## config.mk

```make
export PLATFORM = sky130hd
export DESIGN_NAME = multicycle_ctrl_fsm
export DESIGN_NICKNAME = d
export VERILOG_FILES = /design/src/rtl/ctrl_pkg.sv /design/src/rtl/ctrl_out_dec.sv /design/src/rtl/multicycle_ctrl_fsm.sv
export SDC_FILE = /design/constraint.sdc
export NUM_CORES = 1
export LEC_CHECK = 0
export CORE_AREA = 3 3 40 42
export CTS_CLUSTER_DIAMETER = 30
export CTS_CLUSTER_SIZE = 12
export DETAILED_ROUTE_END_ITERATION = 12
export DIE_AREA = 0 0 43 45
export PLACE_DENSITY_LB_ADDON = 0.08
export SLEW_MARGIN = 0
export SYNTH_ARGS = -nofsm -noshare
export SYNTH_HDL_FRONTEND = slang
export SYNTH_SLANG_ARGS = --single-unit
```

## constraint.sdc

```tcl
create_clock -name clk -period 3.7 [get_ports clk]
set_input_delay 0.555 -clock clk [delete_from_list [all_inputs] [get_ports clk]]
set_output_delay 0.555 -clock clk [all_outputs]
set_load 0.05 [all_outputs]
```

## src/rtl/ctrl_pkg.sv

```systemverilog
// Shared constants for the multicycle RV32I main control FSM:
// state encodings, opcodes, ALUOp codes and datapath select codes.
// Optional feature macro used by the users of this package: ILLEGAL_TRAP_EN.
package ctrl_pkg;

  // State encodings (4-bit; the state register may be wider)
  localparam logic [3:0] S_FETCH    = 4'd0;
  localparam logic [3:0] S_DECODE   = 4'd1;
  localparam logic [3:0] S_MEMADR   = 4'd2;
  localparam logic [3:0] S_MEMREAD  = 4'd3;
  localparam logic [3:0] S_MEMWB    = 4'd4;
  localparam logic [3:0] S_MEMWRITE = 4'd5;
  localparam logic [3:0] S_EXECUTER = 4'd6;
  localparam logic [3:0] S_ALUWB    = 4'd7;
  localparam logic [3:0] S_EXECUTEI = 4'd8;
  localparam logic [3:0] S_JAL      = 4'd9;
  localparam logic [3:0] S_BEQ      = 4'd10;
  localparam logic [3:0] S_ILLEGAL  = 4'd11;

  // Opcodes, instr[6:0]
  localparam logic [6:0] OP_LOAD   = 7'b0000011;
  localparam logic [6:0] OP_STORE  = 7'b0100011;
  localparam logic [6:0] OP_RTYPE  = 7'b0110011;
  localparam logic [6:0] OP_ITYPE  = 7'b0010011;
  localparam logic [6:0] OP_BRANCH = 7'b1100011;
  localparam logic [6:0] OP_JAL    = 7'b1101111;

  // ALUOp handed to the ALU decoder
  localparam logic [1:0] ALUOP_ADD   = 2'b00;
  localparam logic [1:0] ALUOP_SUB   = 2'b01;
  localparam logic [1:0] ALUOP_FUNCT = 2'b10;

  // ALU operand A select
  localparam logic [1:0] SRCA_PC    = 2'b00;
  localparam logic [1:0] SRCA_OLDPC = 2'b01;
  localparam logic [1:0] SRCA_RS1   = 2'b10;

  // ALU operand B select
  localparam logic [1:0] SRCB_RS2  = 2'b00;
  localparam logic [1:0] SRCB_IMM  = 2'b01;
  localparam logic [1:0] SRCB_FOUR = 2'b10;

  // Result bus select
  localparam logic [1:0] RES_ALUOUT = 2'b00;
  localparam logic [1:0] RES_RDATA  = 2'b01;
  localparam logic [1:0] RES_ALU    = 2'b10;

endpackage

```

## src/rtl/ctrl_out_dec.sv

```systemverilog
// Purely combinational control-output decoder for the multicycle control
// FSM. Outputs depend on the state only, except that the FETCH enables
// follow mem_ready_i. Unlisted outputs are 0, and unused state encodings
// decode to all-zero (no enables).
// Optional feature macro: ILLEGAL_TRAP_EN (adds illegal_instr_o).
module ctrl_out_dec
  import ctrl_pkg::*;
#(
  parameter int STATE_W = 4
) (
  input  logic [STATE_W-1:0] state_i,
  input  logic               mem_ready_i,
  output logic [1:0]         aluop_o,
  output logic [1:0]         alusrca_o,
  output logic [1:0]         alusrcb_o,
  output logic [1:0]         resultsrc_o,
  output logic               adrsrc_o,
  output logic               irwrite_o,
  output logic               pcupdate_o,
  output logic               branch_o,
  output logic               regwrite_o,
  output logic               memwrite_o
`ifdef ILLEGAL_TRAP_EN
  ,
  output logic               illegal_instr_o
`endif
);

  // Decode every control output from the current state
  always_comb begin
    aluop_o     = ALUOP_ADD;
    alusrca_o   = SRCA_PC;
    alusrcb_o   = SRCB_RS2;
    resultsrc_o = RES_ALUOUT;
    adrsrc_o    = 1'b0;
    irwrite_o   = 1'b0;
    pcupdate_o  = 1'b0;
    branch_o    = 1'b0;
    regwrite_o  = 1'b0;
    memwrite_o  = 1'b0;
`ifdef ILLEGAL_TRAP_EN
    illegal_instr_o = 1'b0;
`endif
    case (state_i)
      STATE_W'(S_FETCH): begin
        // PC + 4 through the ALU; the IR only loads once memory answers
        alusrca_o   = SRCA_PC;
        alusrcb_o   = SRCB_FOUR;
        aluop_o     = ALUOP_ADD;
        resultsrc_o = RES_ALU;
        irwrite_o   = mem_ready_i;
        pcupdate_o  = mem_ready_i;
      end
      STATE_W'(S_DECODE): begin
        // Branch/jump target OldPC + imm, computed speculatively
        alusrca_o = SRCA_OLDPC;
        alusrcb_o = SRCB_IMM;
        aluop_o   = ALUOP_ADD;
      end
      STATE_W'(S_MEMADR): begin
        alusrca_o = SRCA_RS1;
        alusrcb_o = SRCB_IMM;
        aluop_o   = ALUOP_ADD;
      end
      STATE_W'(S_MEMREAD): begin
        adrsrc_o    = 1'b1;
        resultsrc_o = RES_ALUOUT;
      end
      STATE_W'(S_MEMWB): begin
        resultsrc_o = RES_RDATA;
        regwrite_o  = 1'b1;
      end
      STATE_W'(S_MEMWRITE): begin
        // Write enable is held for the whole stall so memory sees a stable request
        adrsrc_o    = 1'b1;
        resultsrc_o = RES_ALUOUT;
        memwrite_o  = 1'b1;
      end
      STATE_W'(S_EXECUTER): begin
        alusrca_o = SRCA_RS1;
        alusrcb_o = SRCB_RS2;
        aluop_o   = ALUOP_FUNCT;
      end
      STATE_W'(S_EXECUTEI): begin
        alusrca_o = SRCA_RS1;
        alusrcb_o = SRCB_IMM;
        aluop_o   = ALUOP_FUNCT;
      end
      STATE_W'(S_ALUWB): begin
        resultsrc_o = RES_ALUOUT;
        regwrite_o  = 1'b1;
      end
      STATE_W'(S_BEQ): begin
        // Subtract compares rs1/rs2; target from DECODE sits in ALUOut
        alusrca_o   = SRCA_RS1;
        alusrcb_o   = SRCB_RS2;
        aluop_o     = ALUOP_SUB;
        resultsrc_o = RES_ALUOUT;
        branch_o    = 1'b1;
      end
      STATE_W'(S_JAL): begin
        // Jump to the target in ALUOut while computing the link OldPC + 4
        alusrca_o   = SRCA_OLDPC;
        alusrcb_o   = SRCB_FOUR;
        aluop_o     = ALUOP_ADD;
        resultsrc_o = RES_ALUOUT;
        pcupdate_o  = 1'b1;
      end
`ifdef ILLEGAL_TRAP_EN
      STATE_W'(S_ILLEGAL): begin
        illegal_instr_o = 1'b1;
      end
`endif
      default: begin
      end
    endcase
  end

endmodule

```

## src/rtl/multicycle_ctrl_fsm.sv

```systemverilog
// Main control FSM of the multicycle RV32I core. Holds the state register
// and next-state logic; control outputs come from ctrl_out_dec.
// Memory stalls use a single-bit ready: FETCH, MEMREAD and MEMWRITE wait
// for mem_ready=1. Reset is asynchronous, active-high, and forces FETCH.
// Optional feature macro: ILLEGAL_TRAP_EN -- unrecognised opcodes trap in
// ILLEGAL (flagged on illegal_instr) instead of retiring as a NOP.
module multicycle_ctrl_fsm
  import ctrl_pkg::*;
#(
  parameter int STATE_W = 4
) (
  input  logic               clk,
  input  logic               reset,
  input  logic [6:0]         op,
  input  logic               mem_ready,
  output logic [1:0]         ALUOp,
  output logic [1:0]         ALUSrcA,
  output logic [1:0]         ALUSrcB,
  output logic [1:0]         ResultSrc,
  output logic               AdrSrc,
  output logic               IRWrite,
  output logic               PCUpdate,
  output logic               Branch,
  output logic               RegWrite,
  output logic               MemWrite,
  output logic [STATE_W-1:0] state_dbg
`ifdef ILLEGAL_TRAP_EN
  ,
  output logic               illegal_instr
`endif
);

  logic [STATE_W-1:0] state_q;
  logic [STATE_W-1:0] state_d;
  logic               mem_ready_gated;

  // State register, async-cleared to FETCH
  always_ff @(posedge clk or posedge reset) begin
    if (reset) state_q <= STATE_W'(S_FETCH);
    else       state_q <= state_d;
  end

  // Next-state sequencing through fetch/decode/execute/memory/writeback
  always_comb begin
    state_d = state_q;
    case (state_q)
      STATE_W'(S_FETCH):    if (mem_ready) state_d = STATE_W'(S_DECODE);
      STATE_W'(S_DECODE): begin
        case (op)
          OP_LOAD, OP_STORE: state_d = STATE_W'(S_MEMADR);
          OP_RTYPE:          state_d = STATE_W'(S_EXECUTER);
          OP_ITYPE:          state_d = STATE_W'(S_EXECUTEI);
          OP_BRANCH:         state_d = STATE_W'(S_BEQ);
          OP_JAL:            state_d = STATE_W'(S_JAL);
`ifdef ILLEGAL_TRAP_EN
          default:           state_d = STATE_W'(S_ILLEGAL);
`else
          // PC already advanced in FETCH, so dropping back retires a NOP
          default:           state_d = STATE_W'(S_FETCH);
`endif
        endcase
      end
      // op[5] separates store (0100011) from load (0000011)
      STATE_W'(S_MEMADR):   state_d = op[5] ? STATE_W'(S_MEMWRITE) : STATE_W'(S_MEMREAD);
      STATE_W'(S_MEMREAD):  if (mem_ready) state_d = STATE_W'(S_MEMWB);
      STATE_W'(S_MEMWB):    state_d = STATE_W'(S_FETCH);
      STATE_W'(S_MEMWRITE): if (mem_ready) state_d = STATE_W'(S_FETCH);
      STATE_W'(S_EXECUTER): state_d = STATE_W'(S_ALUWB);
      STATE_W'(S_EXECUTEI): state_d = STATE_W'(S_ALUWB);
      STATE_W'(S_ALUWB):    state_d = STATE_W'(S_FETCH);
      STATE_W'(S_BEQ):      state_d = STATE_W'(S_FETCH);
      STATE_W'(S_JAL):      state_d = STATE_W'(S_ALUWB);
`ifdef ILLEGAL_TRAP_EN
      // Trap is sticky; only reset leaves it
      STATE_W'(S_ILLEGAL):  state_d = STATE_W'(S_ILLEGAL);
`endif
      default:              state_d = STATE_W'(S_FETCH);
    endcase
  end

  // While reset is high the FETCH enables must stay low
  assign mem_ready_gated = mem_ready & ~reset;
  assign state_dbg       = state_q;

  ctrl_out_dec #(
    .STATE_W (STATE_W)
  ) u_out_dec (
    .state_i     (state_q),
    .mem_ready_i (mem_ready_gated),
    .aluop_o     (ALUOp),
    .alusrca_o   (ALUSrcA),
    .alusrcb_o   (ALUSrcB),
    .resultsrc_o (ResultSrc),
    .adrsrc_o    (AdrSrc),
    .irwrite_o   (IRWrite),
    .pcupdate_o  (PCUpdate),
    .branch_o    (Branch),
    .regwrite_o  (RegWrite),
    .memwrite_o  (MemWrite)
`ifdef ILLEGAL_TRAP_EN
    ,
    .illegal_instr_o (illegal_instr)
`endif
  );

endmodule

```

==> results of run 1 <==
==> logic make-up (layout without fill, tap and decap cells) <==
logic type | Yosys count | after routing | synth area share
compound gates | 17 | 17 | 0.233
xor+xnor | 2 | 2 | 0.0354
buf+inv | 9 | 33 | 0.101
flops | 4 | 4 | 0.203
mux | 1 | 1 | 0.0203
simple gates | 34 | 34 | 0.408
==> synthesized netlist by cell type (2+ instances only) <==
master | count | area, sq um
o21a_1 | 2 | 15.0
and2_1 | 3 | 18.8
nand2_1 | 3 | 11.3
nor3_1 | 4 | 20.0
nor4_1 | 2 | 12.5
inv_1 | 3 | 11.3
o21ai_0 | 2 | 10.0
buf_4 | 2 | 15.0
nor2_1 | 6 | 22.5
a21oi_1 | 6 | 30.0
nor2b_1 | 4 | 25.0
clkbuf_1 | 2 | 7.51
dfrtp_1 | 4 | 100
==> how the worst max path moves through the flow <==
| stage | end |
|---|---|
| finish | PCUpdate |
| global route | PCUpdate |
| CTS | PCUpdate |
| detailed placement | PCUpdate |
| global placement | PCUpdate |
| floorplan | IRWrite |
==> final cells by class <==
class	instances	area (sq um)	share of cell area
Multi-Input combinational cell	54	344	0.449
Timing Repair Buffer	27	270	0.352
Sequential cell	4	100	0.131
Clock buffer	3	22.5	0.0294
Tap cell	15	18.8	0.0245
Inverter	3	11.3	0.0147
==> metal layers <==
metal  track usage  routed length, um
met1         0.160                580
met2         0.254                650
met3        0.0518                117
met4        0.0542                 18
met5             0                  0
==> per-stage QoR <==
stage               hold slack (ns)  total power [W]
global placement              0.788         0.000517
floorplan                     0.321         0.000398
global route                  0.557         0.000605
finish                        0.548         0.000573
CTS                           0.536         0.000576
detailed placement            0.783         0.000519
==> where the power goes <==
group | internal (W) | total (W) | switching [W]
Sequential | 0.0000535 | 0.0000959 | 0.0000424
Clock | 0.0000363 | 0.0000541 | 0.0000178
Combinational | 0.000153 | 0.000423 | 0.000270
Total | 0.000243 | 0.000573 | 0.000331
==> worst max-delay path: stages <==
cell             delay [ns]
clkdlybuf4s50_1        0.56
nand2b_1               0.10
nor3_1                 0.16
a21oi_1                0.06
nor2_1                 0.11
clkdlybuf4s50_1        0.80
==> results.sh, run 1 <==
export IMPL_grt_usage=0.144
export IMPL_avgSynthCellArea_sq_um=7.38
export IMPL_grt_pass1_wl_um=2100
export IMPL_r2r_start="state_dbg[0]"
export IMPL_cts_buffers=3
export IMPL_clock_sinks=4
export IMPL_synth_ff_type="dfrtp_1"
export IMPL_max_slew_margin=0.596
export IMPL_synth_seq_area_share=0.203
export IMPL_dp_slack_ns=0.787
export IMPL_placed_cell_area_sq_um=744
export IMPL_cellPowerDensity_nw_per_um2=748
export IMPL_hold_path_class="in -> async"
export IMPL_final_setup_tns_ns=0
export IMPL_final_area_sq_um=767
export IMPL_die_w_um=43
export IMPL_cts_tree="yes"
export IMPL_synth_enable_flop_cells=0
export IMPL_clk_pin_slew_ns=0.04
export IMPL_first_global_vias=516
export IMPL_wire_per_inst_um=12.9
export IMPL_drtAntennaViolNets=0
export IMPL_vias=575
export IMPL_max_freq_mhz=344
export IMPL_die_h_um=45
export IMPL_ys_ff_latch=4
export IMPL_syn_to_final_growth_pct=55.2
export IMPL_required_ns=3.14
export IMPL_drv_slew=0
export IMPL_diodes=0
export IMPL_route_detailed_drc=0
export IMPL_drive_above_1_share=0.0879
export IMPL_rr_worst_depth=4
export IMPL_final_core_util=0.597
export IMPL_hold_viol_final=0
export IMPL_period_minus_slack_ns=2.91
export IMPL_gr_total_overflow=0
export IMPL_leakagePower_nw=0.300
export IMPL_cts_htree_levels=1
export IMPL_cts_root_buf="clkbuf_4"
export IMPL_hpwlAfterDp_um=1030
export IMPL_crit_type="in -> out"
export IMPL_stdcell_count=106
export IMPL_synth_nets=77
export IMPL_dr_pass1_iters=4
export IMPL_post_cts_buffers=0
export IMPL_maxCapViolations=0
export IMPL_dieArea_sq_um=1940
export IMPL_peakVddDrop_uv=395
export IMPL_run_status="finished, final reports clean"
export IMPL_ff2ff_setup_slack_ns=1.88
export IMPL_setup_slack_ns=0.793
export IMPL_core_region_area_sq_um=1280
export IMPL_worstPathArrival_ns=2.35
export IMPL_syn_cell_area_sq_um=494
export IMPL_postCtsHoldBufs=0
export IMPL_finalCritPeriodShare=0.786
export IMPL_num_io_pins=28
export IMPL_start_util=0.385
export IMPL_wl_um=1370
export IMPL_rsz0062_at_grt="false"
export IMPL_yosys_warnings=0
export IMPL_final_cell_mix="27 x clkdlybuf4s50_1, 6 x a21oi_1, 6 x nor2_1"
export IMPL_worstReg2RegEnd="state_dbg[1]"
export IMPL_cp_start_kind="input port"
export IMPL_ys_async_sr_fraction=1.00
export IMPL_fill_cells=141
export IMPL_placedCellCount=103
export IMPL_startpoint="mem_ready"
export IMPL_synth_distinct_cells=37
export IMPL_largest_register_ffs=4
export IMPL_drt_iter0_drc=10
export IMPL_cts_path_max_buffers=2
export IMPL_worst_slew_pin_slew_ns=0.606
export IMPL_antenna_found_initial=0
export IMPL_clock_skew_final_ns=0.00831
export IMPL_final_common_cell="clkdlybuf4s50_1"
export IMPL_vias_per_cell=5.42
export IMPL_clock_latency_ns=0.24
export IMPL_critPathCaptureType="output pin"
export IMPL_syn_instance_count=67
export IMPL_placementRows=13
export IMPL_critPathMaxFanout=5
export IMPL_gp_congestion=0.768
export IMPL_cts_resized_gates=0
export IMPL_grt_max_degree=21
export IMPL_io_buffers=27
export IMPL_nets=103
export IMPL_setup_viol=0
(Power assumes the default switching activity.)
==> inputs of run 2 (changes only) <==
--- a/config.mk
+++ b/config.mk
@@ -5,11 +5,12 @@
 export SDC_FILE = /design/constraint.sdc
 export NUM_CORES = 1
 export LEC_CHECK = 0
-export CORE_AREA = 3 3 40 42
+export CORE_ASPECT_RATIO = 0.9
+export CORE_MARGIN = 3
+export CORE_UTILIZATION = 33
 export CTS_CLUSTER_DIAMETER = 30
 export CTS_CLUSTER_SIZE = 12
 export DETAILED_ROUTE_END_ITERATION = 12
-export DIE_AREA = 0 0 43 45
 export PLACE_DENSITY_LB_ADDON = 0.08
 export SLEW_MARGIN = 0
 export SYNTH_ARGS = -nofsm -noshare
==> constraint.sdc (replaced) <==
create_clock -name clk -period 2.6 [get_ports clk]
set_input_delay 0.39 -clock clk [delete_from_list [all_inputs] [get_ports clk]]
set_output_delay 0.39 -clock clk [all_outputs]
set_load 0.05 [all_outputs]
==> run 2 against run 1 <==
Against the previous run: clock skew decreased by 0.0050 ns; register-to-register slack got worse by 1.1 ns; largest cell class unchanged; non-clock buffer count up 1; sequential cell count did not move; sequential share of layout area down 0.33 points; critical path type is now reg -> out; critical endpoint is now ALUSrcB[0].
==> results.sh, run 2 (synthesis results as in run 1) <==
export IMPL_start_util=0.374
export IMPL_gp_congestion=0.752
export IMPL_max_freq_mhz=406
export IMPL_vias_per_cell=5.36
export IMPL_drive_above_1_share=0.228
export IMPL_period_minus_slack_ns=2.46
export IMPL_wl_um=1360
export IMPL_crit_chain="nor2b_1, o311a_1, clkdlybuf4s50_1"
export IMPL_seqCellArea_sq_um=101
export IMPL_clk_pin_slew_ns=0.04
export IMPL_worstPathArrival_ns=2.07
export IMPL_drv_slew=0
export IMPL_placed_cell_area_sq_um=768
export IMPL_num_io_pins=28
export IMPL_syn_to_final_growth_pct=61.3
export IMPL_first_global_vias=459
export IMPL_final_cell_mix="18 x clkdlybuf4s50_1, 7 x buf_4, 6 x a21oi_1, 6 x nor2_1, 4 x nor2b_1"
export IMPL_setup_slack_ns=0.137
export IMPL_cellPowerDensity_nw_per_um2=1050
export IMPL_vias=568
export IMPL_power_w=0.000833
export IMPL_placementRows=12
export IMPL_startpoint="state_dbg[1]"
export IMPL_diodes=0
export IMPL_cts_buffers=3
export IMPL_clock_sinks=4
export IMPL_final_area_sq_um=797
export IMPL_dr_pass1_iters=4
export IMPL_critPathCaptureType="output pin"
export IMPL_whs_ns=0.377
export IMPL_final_core_util=0.603
export IMPL_postCtsHoldBufs=0
export IMPL_worstReg2RegEnd="state_dbg[1]"
export IMPL_crit_type="reg -> out"
export IMPL_hpwlAfterDp_um=1030
export IMPL_die_h_um=42.7
export IMPL_leakagePower_nw=0.352
export IMPL_io_buffers=27
export IMPL_worst_slew_pin_slew_ns=0.516
export IMPL_cts_tree="yes"
export IMPL_gr_total_overflow=0
export IMPL_largest_register_ffs=4
export IMPL_max_slew_margin=0.656
export IMPL_drtAntennaViolNets=0
export IMPL_grt_max_degree=21
export IMPL_maxCapViolations=0
export IMPL_die_w_um=46.8
export IMPL_hold_viol_final=0
export IMPL_run_status="finished, final reports clean"
export IMPL_hold_path_class="in -> async"
export IMPL_clock_latency_ns=0.24
export IMPL_rsz0062_at_grt="false"
export IMPL_cp_start_kind="register"
export IMPL_critPathMaxStageDelay_ns=0.80
export IMPL_core_region_area_sq_um=1320
export IMPL_cts_root_buf="clkbuf_4"
export IMPL_required_ns=2.21
export IMPL_r2r_start="state_dbg[3]"
export IMPL_cts_path_max_buffers=2
export IMPL_clock_skew_final_ns=0.00329
export IMPL_peakVddDrop_uv=532
export IMPL_grt_pass1_wl_um=2040
export IMPL_rr_worst_depth=5
export IMPL_cp_endpoint="ALUSrcB[0]"
export IMPL_setup_viol=0
export IMPL_finalCritPeriodShare=0.947
export IMPL_ff2ff_setup_slack_ns=0.81
export IMPL_antenna_found_initial=0
export IMPL_nets=104
export IMPL_drt_iter0_drc=15
export IMPL_crit_slowest_cell="clkdlybuf4s50_1"
export IMPL_route_detailed_drc=0
export IMPL_multi_input_area_sq_um=367
export IMPL_final_common_cell="clkdlybuf4s50_1"
export IMPL_grt_usage=0.145
export IMPL_dieArea_sq_um=2000
export IMPL_wire_per_inst_um=12.9
export IMPL_dp_slack_ns=0.286
export IMPL_fill_cells=137
export IMPL_cts_htree_levels=1
export IMPL_critPathMaxFanout=13
-- run 2: changes by cell type in the layout (fill, tap and decap cells not counted), sizes merged --
| cell | delta |
|---|---|
| buf | +8 |
| clkdlybuf4s50 | -9 |
| dlymetal6s2s | +2 |
-- run 2: per-stage QoR --
stage / setup TNS, ns / std cells
finish: 0 / 106
CTS: 0 / 106
global placement: 0 / 103
global route: 0 / 106
floorplan: -0.00836 / 67
detailed placement: 0 / 103
-- run 2: worst min path at each step --
stage	slack, ns	end	cells past startpoint	start
3_3_place_gp	0.63	state_dbg[1]	2	reset
3_5_place_dp	0.63	state_dbg[0]	2	reset
5_1_grt	0.38	state_dbg[3]	2	reset
4_1_cts	0.37	state_dbg[0]	2	reset
6_report	0.38	state_dbg[1]	2	reset
2_1_floorplan	0.16	state_dbg[0]	1	reset
-- run 2: what timing repair did --
| item | CTS | global route |
|---|---|---|
| setup buffers | 0 | 0 |
| setup endpoints to repair | 0 | 3 |
| gates resized for setup | 0 | 3 |
-- run 2: cell type report --
class                   count  area share
clock buffers               3      0.0283
flip-flops and latches      4       0.127
multi-input cells          54       0.460
repair buffers             28       0.349
inverters                   3      0.0141
well taps                  14      0.0220
-- run 2: where the power goes --
part | total (W) | internal, W | leakage (nW) | switching, W
registers | 0.000139 | 0.0000778 | 0.0522 | 0.0000612
clock network | 0.0000781 | 0.0000517 | 0.0138 | 0.0000264
logic | 0.000616 | 0.000222 | 0.286 | 0.000394
total | 0.000833 | 0.000352 | 0.352 | 0.000481
-- run 2: worst max-delay path, delay by kind of cell, from the launching register on --
kind,cells,cell delay [ns]
buf+inv,1,0.80
compound gates,1,0.19
flops,1,0.59
simple gates,1,0.26
-- run 2: metal layers --
layer  part of all wire  GRT usage  vias up
li1                   -          -      291
met5                  0          0        -
met1               0.48      0.204      260
met2               0.46      0.182       17
met4                  0     0.0663        0
met3              0.062     0.0678        0
